[src/rtl/lsu_rmw_pkg.sv]
// Shared constants for the load/store unit: funct3 encodings, FSM state
// encodings and small decode helpers used by both the datapath and the FSM.
package lsu_rmw_pkg;

  localparam int DATA_W = 32;

  // Load/store width encodings as they arrive in Funct3M
  localparam logic [2:0] F3_B  = 3'b000;
  localparam logic [2:0] F3_H  = 3'b001;
  localparam logic [2:0] F3_W  = 3'b010;
  localparam logic [2:0] F3_BU = 3'b100;
  localparam logic [2:0] F3_HU = 3'b101;

  // Read-modify-write sequencer states
  localparam logic [1:0] LSU_IDLE = 2'd0;
  localparam logic [1:0] LSU_RD   = 2'd1;
  localparam logic [1:0] LSU_WR   = 2'd2;

  // Byte access (signed or unsigned)
  function automatic logic isByte(input logic [2:0] f3);
    return (f3 == F3_B) || (f3 == F3_BU);
  endfunction

  // Halfword access (signed or unsigned); every other encoding is a word
  function automatic logic isHalf(input logic [2:0] f3);
    return (f3 == F3_H) || (f3 == F3_HU);
  endfunction

endpackage

[src/rtl/lsu_rmw_if.sv]
// Data memory bus between the load/store unit (master) and the word-only
// data memory (slave). Read data is combinational from the address.
interface lsu_rmw_if #(parameter int ADDR_W = 8);
  import lsu_rmw_pkg::*;

  logic [ADDR_W-1:0] MemAddr;
  logic [DATA_W-1:0] MemWData;
  logic              MemWE;
  logic [DATA_W-1:0] MemRData;

  modport master (output MemAddr, output MemWData, output MemWE, input MemRData);
  modport slave  (input MemAddr, input MemWData, input MemWE, output MemRData);

endinterface

[src/rtl/lsu_rmw_lane.sv]
// Byte-lane datapath. With merge_i=0 it extracts and extends a load result
// from word_i; with merge_i=1 it replaces the addressed lane of word_i with
// the store data. Words pass through unchanged in both modes.
module lsu_lane
  import lsu_rmw_pkg::*;
(
  input  logic        merge_i,
  input  logic [1:0]  lane_i,
  input  logic [2:0]  funct3_i,
  input  logic [31:0] word_i,
  input  logic [15:0] data_i,
  output logic [31:0] result_o
);

  logic [7:0]  byteSel;
  logic [15:0] halfSel;
  logic        signExt;

  // Lane select, then either extend (load) or splice in store data (merge)
  always_comb begin
    byteSel  = word_i[{lane_i, 3'b000} +: 8];
    halfSel  = lane_i[1] ? word_i[31:16] : word_i[15:0];
    signExt  = ~funct3_i[2];
    result_o = word_i;
    if (merge_i) begin
      if (isByte(funct3_i)) begin
        result_o[{lane_i, 3'b000} +: 8] = data_i[7:0];
      end else if (isHalf(funct3_i)) begin
        if (lane_i[1]) result_o[31:16] = data_i;
        else           result_o[15:0]  = data_i;
      end
    end else begin
      if (isByte(funct3_i)) begin
        result_o = {{24{signExt & byteSel[7]}}, byteSel};
      end else if (isHalf(funct3_i)) begin
        result_o = {{16{signExt & halfSel[15]}}, halfSel};
      end
    end
  end

endmodule

[src/rtl/lsu_rmw.sv]
// Load/store unit between EX/MEM and a word-only data memory. Word stores
// go straight through; byte/half stores run a read-modify-write sequence
// (IDLE -> RD -> WR) that stalls the pipeline for two cycles. Loads are
// combinational. Misaligned word/half accesses are dropped and flagged.
module lsu_rmw
  import lsu_rmw_pkg::*;
#(
  parameter int ADDR_W = 8
) (
  input  logic        clk,
  input  logic        rst,
  input  logic [31:0] ALUResultM,
  input  logic [31:0] WriteDataM,
  input  logic        MemWriteM,
  input  logic        MemReadM,
  input  logic [2:0]  Funct3M,
  lsu_rmw_if.master   dmem,
  output logic [31:0] ReadDataM,
  output logic        StallM,
  output logic        MisalignM
);

  logic [1:0]        state_q, state_d;
  logic [ADDR_W+1:0] addr_q, addr_d;
  logic [15:0]       data_q, data_d;
  logic [2:0]        f3_q, f3_d;
  logic [31:0]       old_q, old_d;

  logic        idle, inRd, inWr;
  logic        misalign, storeWord, storeSub, loadOk;
  logic [31:0] loadExt, merged;
  logic        unused_addrHi;

  assign unused_addrHi = ^ALUResultM[31:ADDR_W+2];

  assign idle = (state_q == LSU_IDLE);
  assign inRd = (state_q == LSU_RD);
  assign inWr = (state_q == LSU_WR);

  // Decode the incoming request; only meaningful while idle
  always_comb begin
    if (isByte(Funct3M))      misalign = 1'b0;
    else if (isHalf(Funct3M)) misalign = ALUResultM[0];
    else                      misalign = (ALUResultM[1:0] != 2'b00);
    storeWord = idle && MemWriteM && !misalign && !isByte(Funct3M) && !isHalf(Funct3M);
    storeSub  = idle && MemWriteM && !misalign && (isByte(Funct3M) || isHalf(Funct3M));
    loadOk    = idle && MemReadM && !MemWriteM && !misalign;
  end

  // Sequencer next state and capture of the store operands / old word
  always_comb begin
    state_d = state_q;
    addr_d  = addr_q;
    data_d  = data_q;
    f3_d    = f3_q;
    old_d   = old_q;
    case (state_q)
      LSU_IDLE: begin
        if (storeSub) begin
          state_d = LSU_RD;
          addr_d  = ALUResultM[ADDR_W+1:0];
          data_d  = WriteDataM[15:0];
          f3_d    = Funct3M;
        end
      end
      LSU_RD: begin
        old_d   = dmem.MemRData;
        state_d = LSU_WR;
      end
      LSU_WR:  state_d = LSU_IDLE;
      default: state_d = LSU_IDLE;
    endcase
  end

  // State and capture registers; reset also aborts an in-flight store
  always_ff @(posedge clk) begin
    if (!rst) begin
      state_q <= LSU_IDLE;
      addr_q  <= '0;
      data_q  <= '0;
      f3_q    <= '0;
      old_q   <= '0;
    end else begin
      state_q <= state_d;
      addr_q  <= addr_d;
      data_q  <= data_d;
      f3_q    <= f3_d;
      old_q   <= old_d;
    end
  end

  lsu_lane u_loadLane (
    .merge_i  (1'b0),
    .lane_i   (ALUResultM[1:0]),
    .funct3_i (Funct3M),
    .word_i   (dmem.MemRData),
    .data_i   (WriteDataM[15:0]),
    .result_o (loadExt)
  );

  lsu_lane u_mergeLane (
    .merge_i  (1'b1),
    .lane_i   (addr_q[1:0]),
    .funct3_i (f3_q),
    .word_i   (old_q),
    .data_i   (data_q),
    .result_o (merged)
  );

  // Bus and pipeline outputs; everything is quiet while reset is held
  always_comb begin
    dmem.MemAddr  = idle ? ALUResultM[ADDR_W+1:2] : addr_q[ADDR_W+1:2];
    dmem.MemWData = inWr ? merged : WriteDataM;
    dmem.MemWE    = rst && (storeWord || inWr);
    ReadDataM     = (rst && loadOk) ? loadExt : 32'h0;
    StallM        = rst && (storeSub || inRd);
    MisalignM     = rst && idle && (MemWriteM || MemReadM) && misalign;
  end

endmodule

[src/flat_wrapper.sv]
// flat-port wrapper written by rule: the top's interface ports become plain ports
module lsu_rmw_flat import lsu_rmw_pkg::*;
#(
  parameter int ADDR_W = 8
)
  (clk, rst, ALUResultM, WriteDataM, MemWriteM, MemReadM, Funct3M, ReadDataM, StallM, MisalignM, dmem_MemAddr, dmem_MemWData, dmem_MemWE, dmem_MemRData);
  lsu_rmw_if #(.ADDR_W(ADDR_W)) dmem_i ();
  input  logic clk;
  input  logic rst;
  input  logic [31:0] ALUResultM;
  input  logic [31:0] WriteDataM;
  input  logic MemWriteM;
  input  logic MemReadM;
  input  logic [2:0] Funct3M;
  output logic [31:0] ReadDataM;
  output logic StallM;
  output logic MisalignM;
  output wire logic [$bits(dmem_i.MemAddr)-1:0] dmem_MemAddr;
  output wire logic [$bits(dmem_i.MemWData)-1:0] dmem_MemWData;
  output wire logic [$bits(dmem_i.MemWE)-1:0] dmem_MemWE;
  input wire logic [$bits(dmem_i.MemRData)-1:0] dmem_MemRData;
  assign dmem_MemAddr = dmem_i.MemAddr;
  assign dmem_MemWData = dmem_i.MemWData;
  assign dmem_MemWE = dmem_i.MemWE;
  assign dmem_i.MemRData = dmem_MemRData;
  lsu_rmw #(.ADDR_W(ADDR_W)) u_core (.clk(clk), .rst(rst), .ALUResultM(ALUResultM), .WriteDataM(WriteDataM), .MemWriteM(MemWriteM), .MemReadM(MemReadM), .Funct3M(Funct3M), .dmem(dmem_i), .ReadDataM(ReadDataM), .StallM(StallM), .MisalignM(MisalignM));
endmodule
[config.mk]
export PLATFORM = sky130hd
export DESIGN_NAME = lsu_rmw_flat
export DESIGN_NICKNAME = d
export VERILOG_FILES = /design/src/rtl/lsu_rmw_pkg.sv /design/src/rtl/lsu_rmw_if.sv /design/src/rtl/lsu_rmw_lane.sv /design/src/rtl/lsu_rmw.sv /design/src/flat_wrapper.sv
export SDC_FILE = /design/constraint.sdc
export NUM_CORES = 1
export LEC_CHECK = 0
export BUFFER_PORTS_ARGS = -buffer_cell sky130_fd_sc_hd__buf_4
export CELL_PAD_IN_SITES_DETAIL_PLACEMENT = 0
export CELL_PAD_IN_SITES_GLOBAL_PLACEMENT = 2
export CORE_UTILIZATION = 30
export DETAILED_ROUTE_END_ITERATION = 6
export PLACE_DENSITY_LB_ADDON = 0.1
export SETUP_SLACK_MARGIN = 0.15
export SYNTH_ARGS = -nofsm -noshare
export SYNTH_HDL_FRONTEND = slang
export SYNTH_HIERARCHICAL = 1
export SYNTH_SLANG_ARGS = --single-unit
export TNS_END_PERCENT = 5
[constraint.sdc]
create_clock -name clk -period 3.5 [get_ports clk]
set_clock_uncertainty 0.05 [all_clocks]
set_input_delay 0.7 -clock clk [delete_from_list [all_inputs] [get_ports clk]]
set_output_delay 0.7 -clock clk [all_outputs]
set_load 0.02 [all_outputs]
---- Word level (Yosys, flattened, before mapping) ----
Index checks and enable logic that the tools add are counted.
word-level totals
  register bits after elaboration ......... 63
  input bits .............................. 103
  output and inout port bits .............. 75
  logic and storage cells ................. 67
operators by class
  add/sub/neg operators ................... 1
  eq/ne operators ......................... 9
  shift operators ......................... 3
  multiplexer cells ....................... 15
  bitwise logic cells ..................... 3
  reduce and logical (&&, ||, !) cells .... 31
operators with widths
  kind                                                                    count
  32-bit 2-to-1 mux                                                       6
  16-bit 2-to-1 mux                                                       3
  32-bit bitwise mux                                                      1
  8-bit by 7-bit variable shift with 32-bit output, first input constant  1
  32-bit by 6-bit indexed part select with 8-bit output                   1
  8-bit by 7-bit indexed part select with 32-bit output                   1
  1-bit logical AND                                                       14
  3-bit equality test, second input constant                              4
  1-bit logical OR                                                        8
  8-bit 2-to-1 mux                                                        1
  5-bit negation with 7-bit output                                        1
  3-bit by 1-bit equality test with 1-bit output, second input constant   2
  3-bit zero test                                                         2
  1-bit zero test                                                         4
  2-bit one-hot mux with 2 select lines                                   1
  1-bit bitwise AND                                                       2
  2-bit by 1-bit equality test with 1-bit output, second input constant   1
  2-bit equality test, second input constant                              1
  2-bit zero test                                                         1
  1-bit 2-to-1 mux                                                        2
  2-bit 2-to-1 mux                                                        1
  2-bit != test, second input constant                                    1
  2-bit AND reduction                                                     1
  2-bit nonzero test                                                      1
  1-bit inverter                                                          1

---- Longest topological paths before layout ----
Gate-level depths: netlist of the first run.
  depth after elaboration ................. 10
  mapped depth ............................ 10
  gate-level depth less buffers ........... 7

---- Cells and area by module ----
Netlist of the first run, hierarchy kept.
by module, submodules not included
  module                         instances  cells an instance  area each (sq um)  sequential area each (sq um)
  lsu_rmw                        1          362                3151.8             1261.2
  lsu_lane (u_core.u_mergeLane)  1          317                2074.5             0.0
  lsu_lane (u_core.u_loadLane)   1          288                1890.6             0.0

---- Least setup slack after synthesis of the first run ----
Ideal clock, no wire load.
  kind .................................... register to output
  start ................................... register u_core.addr_q[1]
  end ..................................... output port dmem_MemWData[16]
  arrival time ............................ 2353 ps
  required time ........................... 2750 ps
  path slack .............................. 397 ps
  stages on the path, launching flop included .. 10
  buffers on the path ..................... 2
  path through ............................ dfxtp_1 buf_2 inv_1 clkbuf_1 ha_1 or4_4 o32ai_4 nand2_1 a32oi_1 mux2_2
between the ends
  longest elaborated chain between the ends .. 5
  elaborated cells between the ends (all ways) .. 8
  classes of those cells .................. add/sub: 1; shift: 2; mux: 5
ends and longest elaborated chain
  item                                                                                                                              line                RTL
  from (decl)                                                                                                                       lsu_rmw.sv:24       logic [ADDR_W+1:0] addr_q, addr_d;
  from (signal assigned)                                                                                                            lsu_rmw.sv:85       addr_q <= addr_d;
  5-bit negation with 7-bit output                                                                                                  lsu_rmw_lane.sv:27  result_o[{lane_i, 3'b000} +: 8] = data_i[7:0];
  8-bit by 7-bit indexed part select with 32-bit output / 8-bit by 7-bit variable shift with 32-bit output (equally long branches)  lsu_rmw_lane.sv:27
  32-bit bitwise mux                                                                                                                lsu_rmw_lane.sv:27
  32-bit 2-to-1 mux *                                                                                                               lsu_rmw_lane.sv:26  if (isByte(funct3_i)) begin
  net u_core.merged[16]                                                                                                             lsu_rmw.sv:31       logic [31:0] loadExt, merged;
  32-bit 2-to-1 mux *                                                                                                               lsu_rmw.sv:113      dmem.MemWData = inWr ? merged : WriteDataM;
  to (decl)                                                                                                                         flat_wrapper.sv:19  output wire logic [$bits(dmem_i.MemWData)-1:0] dmem_MemWData;
The timed path passes the listed nets; every way through them passes the cells marked *.

---- Worst setup path in the final report of the first run ----
  start ................................... register u_core.addr_q[1]
  end ..................................... output port dmem_MemWData[15]
Same word-level chain as after synthesis.

==> results by group, run 1 <==
Synthesis
  – Ys async rst share: 0%
  – Post-synth top flop: dfxtp_1
  – Distinct cells, synth: 70
  – Post-synthesis cell count: 967
  – Syn avg cell area: 7.360 um2
  – Proportion of synthesized area in mux cells: 13.34%
  – Post-synth EDFFs: 0
  – Compound-cell area share of the yosys netlist: 34.14%
  – Adder-cell share of the synthesized area: 1.758%
  – Post-synthesis cell area: 0.007117 mm2
  – Area share of and/or/nand/nor cells after synthesis: 25.40%
  – Register area share after synthesis: 17.72%
  – Yosys warns: 6
  – #FFs+latches synth: 63
  – Largest family of logic cells by synthesized area: compound AO/OA/AOI/OAI gates
  – Xor and xnor area share after synthesis: 0%

Timing
  – Final Hold Viols: 0
  – Part of the cycle the worst path needs: 92.91%
  – Minimum clock period: 3.252 ns
  – Setup violations, final: 0
  – RSZ-0062 raised after global routing: yes
  – Final WS setup: 0.2480 ns
  – Slew HR: 20.72%
  – Pins over their slew limit: 0
  – Setup TNS: 0 ns
  – Slew @ Worst Pin: 1.183 ns
  – Achievable clock frequency: 0.3075 GHz

Clock network
  – Clk_lat worst skew: 0.34 ns
  – Num Clock Sinks: 63
  – CTS tree: built
  – Post-CTS Setup Inserts: 0
  – H-tree depth: 3
  – Root Buffer: clkbuf_16
  – Clock Tree Buf Depth: 2
  – Worst-path clk slew: 0.06 ns
  – Num CTS Buffers: 9
  – Hold_buf cts: 0

Global route
  – Vias in the first global route: 7,688
  – All-Layer GR Usage: 24.90%
  – Aggregate global routing overflow: 0
  – Largest net degree at the start of global routing: 94
  – Initial antenna violation count: 0
  – First-pass GRT wire length: 46.54 mm

Critical path
  – Critical Path RT: 2.75 ns
  – Worst setup startpoint: u_core/addr_q[1]$_SDFFE_PN0P_
  – Critical Path AT: 2.50 ns
  – Max incr delay on CP: 0.35 ns
  – CP max-delay cell: a221oi_1
  – FF-to-FF Start: u_core/state_q[1]$_SDFFE_PN0P_
  – Buf/Inv on CP: 4
  – Startpoint types: flop
  – WS Path Type: flop to primary output
  – Crit path capture type: primary output
  – CP top delay family: buffers and inverters
  – CP cell instances: inv_1 > buf_4 > ha_2 > inv_1 > a221oi_1 > a221o_1 > a22oi_1 > mux2_2 > buf_4
  – Crit Path Max Fanout: 11

Run
  – MaxCap Viol Count: 0

Placed design
  – Placer Congestion: 0.8309
  – Dpl ws: 0.3308 ns
  – DP HPWL: 22.40 mm
  – Port bufs: 155
  – Placed insts: 1,387

Floorplanning
  – Die Y: 156.0 um
  – Num rows: 55
  – Core region area: 0.02298 mm2
  – Io pins: 178
  – Die area: 0.02434 mm2
  – Initial Utilization: 30.96%
  – Die Wd: 156.0 um

Routing
  – Drc violations: 0
  – Average wire per standard cell: 21.80 um
  – First-pass detailed-route iteration total: 5
  – ANT nets after route: 0
  – Total number of vias: 8,046
  – Routed WL: 30.58 mm
  – Initial DRC count: 634
  – Via/cell ratio: 5.735

Final layout
  – Final nets: 1,198
  – Post-route non-filler standard cell count: 1,403
  – Synthesis-to-layout area growth: 24.75%
  – Final cell utilization of the core: 38.63%
  – Layout cells sized above 1: 26.06%
  – Antenna Cells: 0

Power and ir drop
  – P_leak: 3.456 nW
  – Cell Pwr Density: 287.8 mW/mm2
  – Total power: 2.555 mW
  – Peak supply drop: 0.1645 mV

Status
  – Status: completed

Worst hold path
  – Worst hold path type: flop to flop
  – Hold Crit Start: u_core/addr_q[5]$_SDFFE_PN0P_
## layout make-up
cell class	instances	area (um2)
Clock buffer	9	225.2
Clock inverter	7	77.57
Fill cell	2489	14110
Inverter	30	112.6
Multi-Input combinational cell	792	5379
Sequential cell	63	1261
Tap cell	313	391.6
Timing Repair Buffer	189	1431
## synthesized netlist by cell type (8+ instances only)
| library cell | n | area share [%] |
|---|---|---|
| a211oi_1 | 16 | 1.7 |
| a21boi_0 | 32 | 3.4 |
| a21o_1 | 19 | 2.0 |
| a21oi_1 | 32 | 2.3 |
| a221o_1 | 11 | 1.5 |
| a221oi_1 | 25 | 3.1 |
| a222oi_1 | 9 | 1.3 |
| a22oi_1 | 34 | 3.6 |
| a2bb2oi_1 | 9 | 1.1 |
| a32oi_1 | 11 | 1.4 |
| and2_1 | 34 | 3.0 |
| and3_1 | 9 | 0.79 |
| buf_2 | 26 | 1.8 |
| clkbuf_1 | 50 | 2.6 |
| dfxtp_1 | 63 | 18 |
| ha_1 | 10 | 1.8 |
| inv_1 | 28 | 1.5 |
| mux2_2 | 39 | 6.2 |
| mux2i_1 | 42 | 5.9 |
| nand2_1 | 185 | 9.8 |
| nand2b_1 | 12 | 1.1 |
| nand3_1 | 25 | 1.8 |
| nor2_1 | 26 | 1.4 |
| nor2b_1 | 28 | 2.5 |
| nor3_1 | 10 | 0.70 |
| o211ai_1 | 8 | 0.84 |
| o21a_1 | 10 | 1.1 |
| o21ai_0 | 21 | 1.5 |
| o22ai_1 | 41 | 3.6 |
| or2_2 | 10 | 0.88 |
## power by group
part	switching [mW]	total [mW]	internal (mW)
clock	0.370	0.929	0.559
combinational	0.482	0.839	0.358
sequential	0.0433	0.787	0.744
total	0.895	2.55	1.66
## cells by family (layout without fill, tap and decap cells)
logic type,Yosys count,after routing
AND/OR/NAND/NOR,366,366
flip-flops,63,63
adder cells (fa/ha/maj),10,10
buffers and inverters,118,235
multiplexers,86,86
other,2,8
AO/OA/AOI/OAI,322,322
## layer usage
metal	global-route usage, %	part of all wire (%)	vias up
met5	0	0	-
met4	7.143	1.9	0
met3	2.333	5.2	32
met2	39.41	46	290
met1	35.51	47	3885
li1	-	-	3839
## state kept, by name, indices dropped and copies added (netlist names)
| signal | flops |
|---|---|
| u_core/state_q | 2 |
| u_core/addr_q | 10 |
| u_core/old_q | 32 |
| u_core/data_q | 16 |
| u_core/f3_q | 3 |
## through the flow
step,hold slack (ns),area [um2]
CTS,0.4116,8855
global placement,0.3920,8549
floorplan,0.3724,7139
finish,0.4078,8879
global route,0.4175,8879
detailed placement,0.4001,8549
## path summary, 6_finish.rpt
check | end | slack [ns] | depth (start not counted)
setup / recovery | dmem_MemWData[15] | 0.25 | 9
hold / removal | u_core/addr_q[5]$_SDFFE_PN0P_ | 0.41 | 2
setup reg to reg | u_core/addr_q[1]$_SDFFE_PN0P_ | 1.54 | 4
hold reg to reg | u_core/addr_q[5]$_SDFFE_PN0P_ | 0.41 | 2
## worst reg2reg max path, cell delays in order (launching register included)
cell     delay, ns
dfxtp_1       0.37
or4b_4        0.59
a21oi_4       0.13
buf_4         0.47
mux2i_1       0.28
## repair_timing
| action | in CTS | in global routing |
|---|---|---|
| cloned | 0 | 0 |
| pin swaps | 0 | 3 |
| resized for setup | 1 | 6 |
| endpoints found under the setup margin | 5 | 24 |
## placed cells by master (no fill, tap or decap), types with 10 or more instances in the layout
master / n
buf_4: 188
nand2_1: 185
dfxtp_1: 63
mux2i_1: 42
o22ai_1: 41
mux2_2: 39
and2_1: 34
a22oi_1: 34
a21oi_1: 32
a21boi_0: 32
inv_1: 27
nor2_1: 26
nor2b_1: 25
nand3_1: 25
a221oi_1: 25
o21ai_0: 21
a21o_1: 19
a211oi_1: 16
nand2b_1: 12
a221o_1: 11
a32oi_1: 11
o21a_1: 10
nor3_1: 10
or2_2: 10
No activity file was read; power rests on OpenSTA's default activity.
==> run 2: changes to the inputs <==
--- a/config.mk
+++ b/config.mk
@@ -8,6 +8,7 @@
 export BUFFER_PORTS_ARGS = -buffer_cell sky130_fd_sc_hd__buf_4
 export CELL_PAD_IN_SITES_DETAIL_PLACEMENT = 0
 export CELL_PAD_IN_SITES_GLOBAL_PLACEMENT = 2
+export CORE_MARGIN = 2
 export CORE_UTILIZATION = 30
 export DETAILED_ROUTE_END_ITERATION = 6
 export PLACE_DENSITY_LB_ADDON = 0.1
==> run 2 against run 1 <==
  * Register-to-register slack got worse by 0.02 ns
  * Power barely moved
  * Global-route usage fell by 0.27 points
  * Hold slack improved by 0.0016 ns
  * Clock-buffer cell count did not move
  * First-iteration DRC count rose by 2.4%
  * Cell count rose by 0.78%
  * Critical path depth did not move
  * Via count fell by 0.14%
  * Sequential cell count did not move
  * Die area rose by 2.6%
  * Sequential share of layout area fell by 0.085 points
  * Critical path type unchanged
  * Critical endpoint unchanged
  * Largest cell class unchanged
  * Largest power group unchanged
==> results by group, run 2 (synthesis gave the netlist of run 1 again) <==
Status
  – Status: completed

Final layout
  – Commonest non-fill, non-tap cell in the layout: buf_4
  – Antenna Cells: 0 (unchanged)
  – Synthesis-to-layout area growth: 25.76%
  – Max reg flops: 32 (unchanged)
  – Layout cells sized above 1: 26.67% (+0.61 points)
  – Final Cell Area: 0.008950 mm2 (+0.80%)
  – Multi-input gate area: 0.005384 mm2 (about the same)
  – # fillers: 2,588 (+4.0%)
  – Biggest register: u_core/old_q
  – Reg area: 0.001264 mm2 (+0.20%)
  – Final nets: 1,203 (+0.42%)
  – Most frequent cells in the layout: buf_4, nand2_1, dfxtp_1
  – Top flop regs: u_core/old_q x32, u_core/data_q x16, u_core/addr_q x10

Timing
  – Part of the cycle the worst path needs: 93.89% (+0.98 points)
  – Setup TNS: 0 ns (unchanged)
  – Slew @ Worst Pin: 1.204 ns (+0.02131 ns)
  – Pins over their slew limit: 0 (unchanged)
  – RSZ-0062 raised after global routing: no
  – Setup violations, final: 0 (unchanged)
  – Final Hold Viols: 0 (unchanged)
  – Achievable clock frequency: 0.3043 GHz (-1.0%)
  – Minimum clock period: 3.286 ns (+0.03422 ns)
  – Slew HR: 19.11% (-1.6 points)

Floorplanning
  – Core region area: 0.02340 mm2 (+1.8%)
  – Die Wd: 158.0 um (+1.3%)
  – Die Y: 158.0 um (+1.3%)
  – Num rows: 56 (+1.8%)
  – Die area: 0.02497 mm2 (+2.6%)
  – Initial Utilization: 30.41% (-0.55 points)
  – Io pins: 178 (unchanged)

Routing
  – ANT nets after route: 0 (unchanged)
  – Total number of vias: 8,035 (-0.14%)
  – Routed WL: 30.86 mm (+0.90%)
  – Initial DRC count: 649 (+2.4%)
  – Average wire per standard cell: 21.82 um (+0.12%)
  – Via/cell ratio: 5.682 (-0.91%)
  – First-pass detailed-route iteration total: 7 (+2)
  – Drc violations: 0 (unchanged)

Critical path
  – Worst setup startpoint: u_core/addr_q[1]$_SDFFE_PN0P_
  – Register-to-Register Path Depth: 4 (unchanged)
  – Crit Path Max Fanout: 11 (unchanged)
  – Startpoint types: flop
  – FF-to-FF End: u_core/data_q[0]$_SDFFE_PN0P_
  – Critical Path AT: 2.54 ns (+0.04 ns)
  – Crit path capture type: primary output
  – R2R setup slack: 1.52 ns (-0.02 ns)
  – WS Path Type: flop to primary output
  – FF-to-FF Start: u_core/state_q[1]$_SDFFE_PN0P_
  – Critical Path RT: 2.75 ns (about the same)
  – CP Capture Point: dmem_MemWData[15]

Global route
  – Aggregate global routing overflow: 0 (unchanged)
  – Largest net degree at the start of global routing: 38 (-60%)
  – All-Layer GR Usage: 24.63% (-0.27 points)
  – First-pass GRT wire length: 46.89 mm (+0.76%)
  – Vias in the first global route: 7,625 (-0.82%)
  – Initial antenna violation count: 0 (unchanged)

Placed design
  – Placed cell areas: 0.008592 mm2 (+0.50%)
  – Placer Congestion: 0.8342 (+0.40%)
  – DP HPWL: 22.43 mm (+0.14%)
  – Port bufs: 155 (unchanged)

Clock network
  – Worst-path clk slew: 0.06 ns (about the same)
  – H-tree depth: 3 (unchanged)
  – Clk_lat worst skew: 0.34 ns (about the same)
  – Hold_buf cts: 0 (unchanged)
  – Num CTS Buffers: 9 (unchanged)
  – Num Clock Sinks: 63 (unchanged)
  – CTS tree: built
  – Clock Tree Buf Depth: 2 (unchanged)
  – Root Buffer: clkbuf_16

Worst hold path
  – Worst hold path type: flop to flop

Power and ir drop
  – Cell Pwr Density: 285.3 mW/mm2 (-0.84%)
  – P_leak: 3.484 nW (+0.80%)
  – Peak supply drop: 0.1664 mV (+1.1%)

Run
  – MaxCap Viol Count: 0 (unchanged)
## run 2: area by class of cell
class / count / area share, %
repair buffers: 194 / 16.59
flip-flops and latches: 63 / 14.12
inverters: 30 / 1.258
well taps: 319 / 4.460
multi-input cells: 792 / 60.16
clock inverters: 7 / 0.8947
clock buffers: 9 / 2.516
## run 2: where the power goes
| part | internal, mW | switching (mW) | total [mW] |
|---|---|---|---|
| clock | 0.558 | 0.361 | 0.919 |
| combinational | 0.362 | 0.485 | 0.847 |
| sequential | 0.744 | 0.0441 | 0.788 |
## run 2: through the flow
stage	instances	util, %	setup slack (ns)	hold slack (ns)	power [mW]
6_report	1414	38.24	0.2138	0.4094	2.554
5_1_grt	1414	38.24	0.1451	0.4266	2.681
4_1_cts	1412	38.03	0.1187	0.4102	2.555
2_1_floorplan	973	-	0.3972	0.3724	1.291
3_5_place_dp	1396	36.71	0.4656	0.4007	1.621
3_3_place_gp	1396	36.71	0.4717	0.3940	1.624
## run 2: worst min path at each step
stage	start	end	slack (ns)	cells past startpoint
2_1_floorplan	u_core/f3_q[1]$_SDFFE_PN0P_	u_core/f3_q[1]$_SDFFE_PN0P_	0.37	2
4_1_cts	u_core/addr_q[5]$_SDFFE_PN0P_	u_core/addr_q[5]$_SDFFE_PN0P_	0.41	2
3_3_place_gp	u_core/addr_q[3]$_SDFFE_PN0P_	u_core/addr_q[3]$_SDFFE_PN0P_	0.39	2
3_5_place_dp	u_core/addr_q[9]$_SDFFE_PN0P_	u_core/addr_q[9]$_SDFFE_PN0P_	0.40	2
5_1_grt	u_core/addr_q[7]$_SDFFE_PN0P_	u_core/addr_q[7]$_SDFFE_PN0P_	0.43	2
6_report	u_core/addr_q[8]$_SDFFE_PN0P_	u_core/addr_q[8]$_SDFFE_PN0P_	0.41	2
## run 2: routing by layer
| layer | GRT usage [%] | vias to the layer above | part of all wire [%] |
|---|---|---|---|
| met4 | 9.095 | 0 | 2.9 |
| li1 | - | 3845 | - |
| met1 | 35.48 | 3838 | 48 |
| met3 | 2.956 | 35 | 5.8 |
| met2 | 37.47 | 317 | 44 |
| met5 | 0 | - | 0 |
## run 2: worst max-delay path, stage by stage (launching register included)
cell and delay (ns):
dfxtp_2 0.33, inv_2 0.11, buf_4 0.22, ha_2 0.30, inv_1 0.20, a221oi_1 0.36, a221o_1 0.17, a22oi_1 0.06
mux2_2 0.28, buf_4 0.16
## run 2: repair_timing
item                       in CTS  in global routing
buffers inserted                0                  2
gates cloned                    0                  0
resized for setup               1                 11
pin swaps                       0                  5
setup endpoints to repair       7                 29
==> run 3: changes to the inputs <==
--- a/config.mk
+++ b/config.mk
@@ -9,7 +9,7 @@
 export CELL_PAD_IN_SITES_DETAIL_PLACEMENT = 0
 export CELL_PAD_IN_SITES_GLOBAL_PLACEMENT = 2
 export CORE_MARGIN = 2
-export CORE_UTILIZATION = 30
+export CORE_UTILIZATION = 28
 export DETAILED_ROUTE_END_ITERATION = 6
 export PLACE_DENSITY_LB_ADDON = 0.1
 export SETUP_SLACK_MARGIN = 0.15
==> constraint.sdc (replaced) <==
create_clock -name clk -period 2.75 [get_ports clk]
set_clock_uncertainty 0.05 [all_clocks]
set_input_delay 0.55 -clock clk [delete_from_list [all_inputs] [get_ports clk]]
set_output_delay 0.55 -clock clk [all_outputs]
set_load 0.02 [all_outputs]
==> run 3 against run 2 <==
  * The run now ends with slew limit, setup timing left
  * Global-route usage is 1.0 points lower
  * Sequential share of layout area fell by 0.97 points
  * Register-to-register slack lost 0.64 ns
  * Design area increased by 7.4%
  * Non-clock buffer count up 24
  * Die area rose by 7.0%
  * Sequential power up 28%
  * Routed wire length up 3.1%
  * Combinational power up 39%
  * Cell count increased by 2.5%
  * Largest power group is now combinational cells
  * Highest routed layer unchanged
==> results by group, run 3 (synthesis gave the netlist of run 1 again) <==
Floorplanning
  – Core region area: 0.02504 mm2 (+7.0%)
  – Die area: 0.02671 mm2 (+7.0%)
  – Num rows: 58 (+3.6%)
  – Die Y: 163.4 um (+3.4%)
  – Die Wd: 163.4 um (+3.4%)
  – Initial Utilization: 28.43% (-2.0 points)
  – Io pins: 178 (unchanged)

Final layout
  – Layout cells sized above 1: 31.37% (+4.7 points)
  – Final nets: 1,227 (+2.0%)
  – Commonest non-fill, non-tap cell in the layout: nand2_1
  – Biggest register: u_core/old_q
  – Synthesis-to-layout area growth: 35.00%
  – # fillers: 2,686 (+3.8%)
  – Multi-input gate area: 0.005682 mm2 (+5.5%)
  – Top flop regs: u_core/old_q x32, u_core/data_q x16, u_core/addr_q x10
  – Antenna Cells: 0 (unchanged)
  – Reg area: 0.001264 mm2 (unchanged)
  – Final Cell Area: 0.009608 mm2 (+7.4%)
  – Max reg flops: 32 (unchanged)
  – Most frequent cells in the layout: nand2_1, buf_4, dfxtp_1

Clock network
  – Clock Tree Buf Depth: 2 (unchanged)
  – Clk_lat worst skew: 0.33 ns (about the same)
  – Root Buffer: clkbuf_16
  – Hold_buf cts: 0 (unchanged)
  – H-tree depth: 3 (unchanged)
  – CTS tree: built
  – Num Clock Sinks: 63 (unchanged)
  – Num CTS Buffers: 9 (unchanged)
  – Worst-path clk slew: 0.06 ns (about the same)

Critical path
  – WS Path Type: flop to primary output
  – Critical Path RT: 2.15 ns (-0.60 ns)
  – Crit Path Max Fanout: 8 (-3)
  – Crit path capture type: primary output
  – Critical Path AT: 2.37 ns (-0.17 ns)
  – Startpoint types: flop

Timing
  – Pins over their slew limit: 9 (+9)
  – Slew HR: -19.77% (-39 points)
  – Slew @ Worst Pin: 1.783 ns (+0.5788 ns)
  – Final WS setup: -0.2195 ns (-0.4333 ns)
  – Part of the cycle the worst path needs: 108.0%
  – Hold Slack: 0.4051 ns (-0.004302 ns)
  – Achievable clock frequency: 0.3368 GHz
  – RSZ-0062 raised after global routing: yes
  – Setup violations, final: 32 (+32)
  – Final Hold Viols: 0 (unchanged)
  – Minimum clock period: 2.970 ns

Routing
  – ANT nets after route: 0 (unchanged)
  – Average wire per standard cell: 21.96 um (+0.63%)
  – Drc violations: 0 (unchanged)
  – Total number of vias: 8,160 (+1.6%)
  – Routed WL: 31.82 mm (+3.1%)
  – Via/cell ratio: 5.631 (-0.90%)
  – Initial DRC count: 623 (-4.0%)
  – First-pass detailed-route iteration total: 7 (unchanged)

Placed design
  – Port bufs: 155 (unchanged)
  – Placer Congestion: 0.8273 (-0.83%)
  – DP HPWL: 23.10 mm (+3.0%)
  – Dpl ws: 0.01405 ns (-0.4515 ns)
  – Placed cell areas: 0.008892 mm2 (+3.5%)

Global route
  – Aggregate global routing overflow: 0 (unchanged)
  – Vias in the first global route: 7,716 (+1.2%)
  – First-pass GRT wire length: 48.27 mm (+2.9%)
  – Largest net degree at the start of global routing: 63 (+66%)
  – Initial antenna violation count: 0 (unchanged)
  – All-Layer GR Usage: 23.62% (-1.0 points)

Status
  – Status: finished, violations left
  – Failing checks: slew limit, setup timing

Worst hold path
  – Worst hold path type: flop to flop

Power and ir drop
  – Sw Share: 33.95% (-0.88 points)
  – Peak supply drop: 0.2584 mV (+55%)
  – Int Pwr: 2.206 mW (+33%)
  – Cell Pwr Density: 347.7 mW/mm2 (+22%)
  – Comb power frac: 35.5% (+2.4 points)
  – P_leak: 3.797 nW (+9.0%)
  – Clock power frac: 34.4% (-1.6 points)
  – Reg power frac: 30.1% (-0.8 points)
  – Net Sw Power: 1.134 mW (+27%)

Run
  – MaxCap Viol Count: 0 (unchanged)
[run 3: what timing repair did]
item,4_1_cts,5_1_grt
gates cloned,1,0
pin swaps,15,12
buffers inserted,0,1
endpoints found under the setup margin,37,52
resized for setup,54,45
[run 3: power by group through the flow]
stage | clock network [mW] | logic, mW | registers, mW
after global routing | 1.21 | 1.28 | 1.01
after global placement | 0 | 1.09 | 1.02
final | 1.15 | 1.18 | 1.01
after floorplan | 0 | 0.658 | 0.995
after detailed placement | 0 | 1.09 | 1.02
after CTS | 1.19 | 1.13 | 1.00
[run 3: critical path, cell delays in order, from the launching register on]
cell and delay [ns]:
dfxtp_2 0.33, inv_2 0.06, ha_2 0.18, buf_4 0.15, nor4bb_2 0.16, buf_4 0.18
a221o_1 0.31, o211ai_1 0.11, a22oi_2 0.13, mux2_4 0.29, buf_6 0.13
[run 3: layer usage]
metal	global-route usage [%]	vias to the layer above	share of wire (%)
met5	0	-	0
met2	37.46	304	45
met1	33.21	3906	47
met3	2.438	49	5.3
met4	8.166	0	2.9
li1	-	3901	-
[run 3: cell type report]
| cell class | instances | share of cell area, % |
|---|---|---|
| Multi-Input combinational cell | 792 | 59.14 |
| Sequential cell | 63 | 13.15 |
| Timing Repair Buffer | 218 | 19.20 |
| Clock buffer | 13 | 2.605 |
| Inverter | 30 | 1.172 |
| Clock inverter | 3 | 0.4428 |
| Tap cell | 330 | 4.297 |
[run 3: through the flow]
step	total power, mW	utilization, %	TNS (ns)	cells
floorplan	1.653	-	0	973
global placement	2.113	35.52	-0.01079	1431
detailed placement	2.110	35.52	0	1431
CTS	3.322	37.55	-6.227	1448
global route	3.500	38.38	-8.811	1449
finish	3.341	38.38	-5.174	1449
[run 3: final timing paths]
check | endpoint | start | slack [ns] | depth (start not counted)
setup / recovery | dmem_MemWData[7] | u_core/addr_q[0]$_SDFFE_PN0P_ | -0.22 | 10
hold / removal | u_core/addr_q[4]$_SDFFE_PN0P_ | u_core/addr_q[4]$_SDFFE_PN0P_ | 0.41 | 2
setup reg to reg | u_core/addr_q[1]$_SDFFE_PN0P_ | u_core/state_q[1]$_SDFFE_PN0P_ | 0.88 | 4
hold reg to reg | u_core/addr_q[4]$_SDFFE_PN0P_ | u_core/addr_q[4]$_SDFFE_PN0P_ | 0.41 | 2
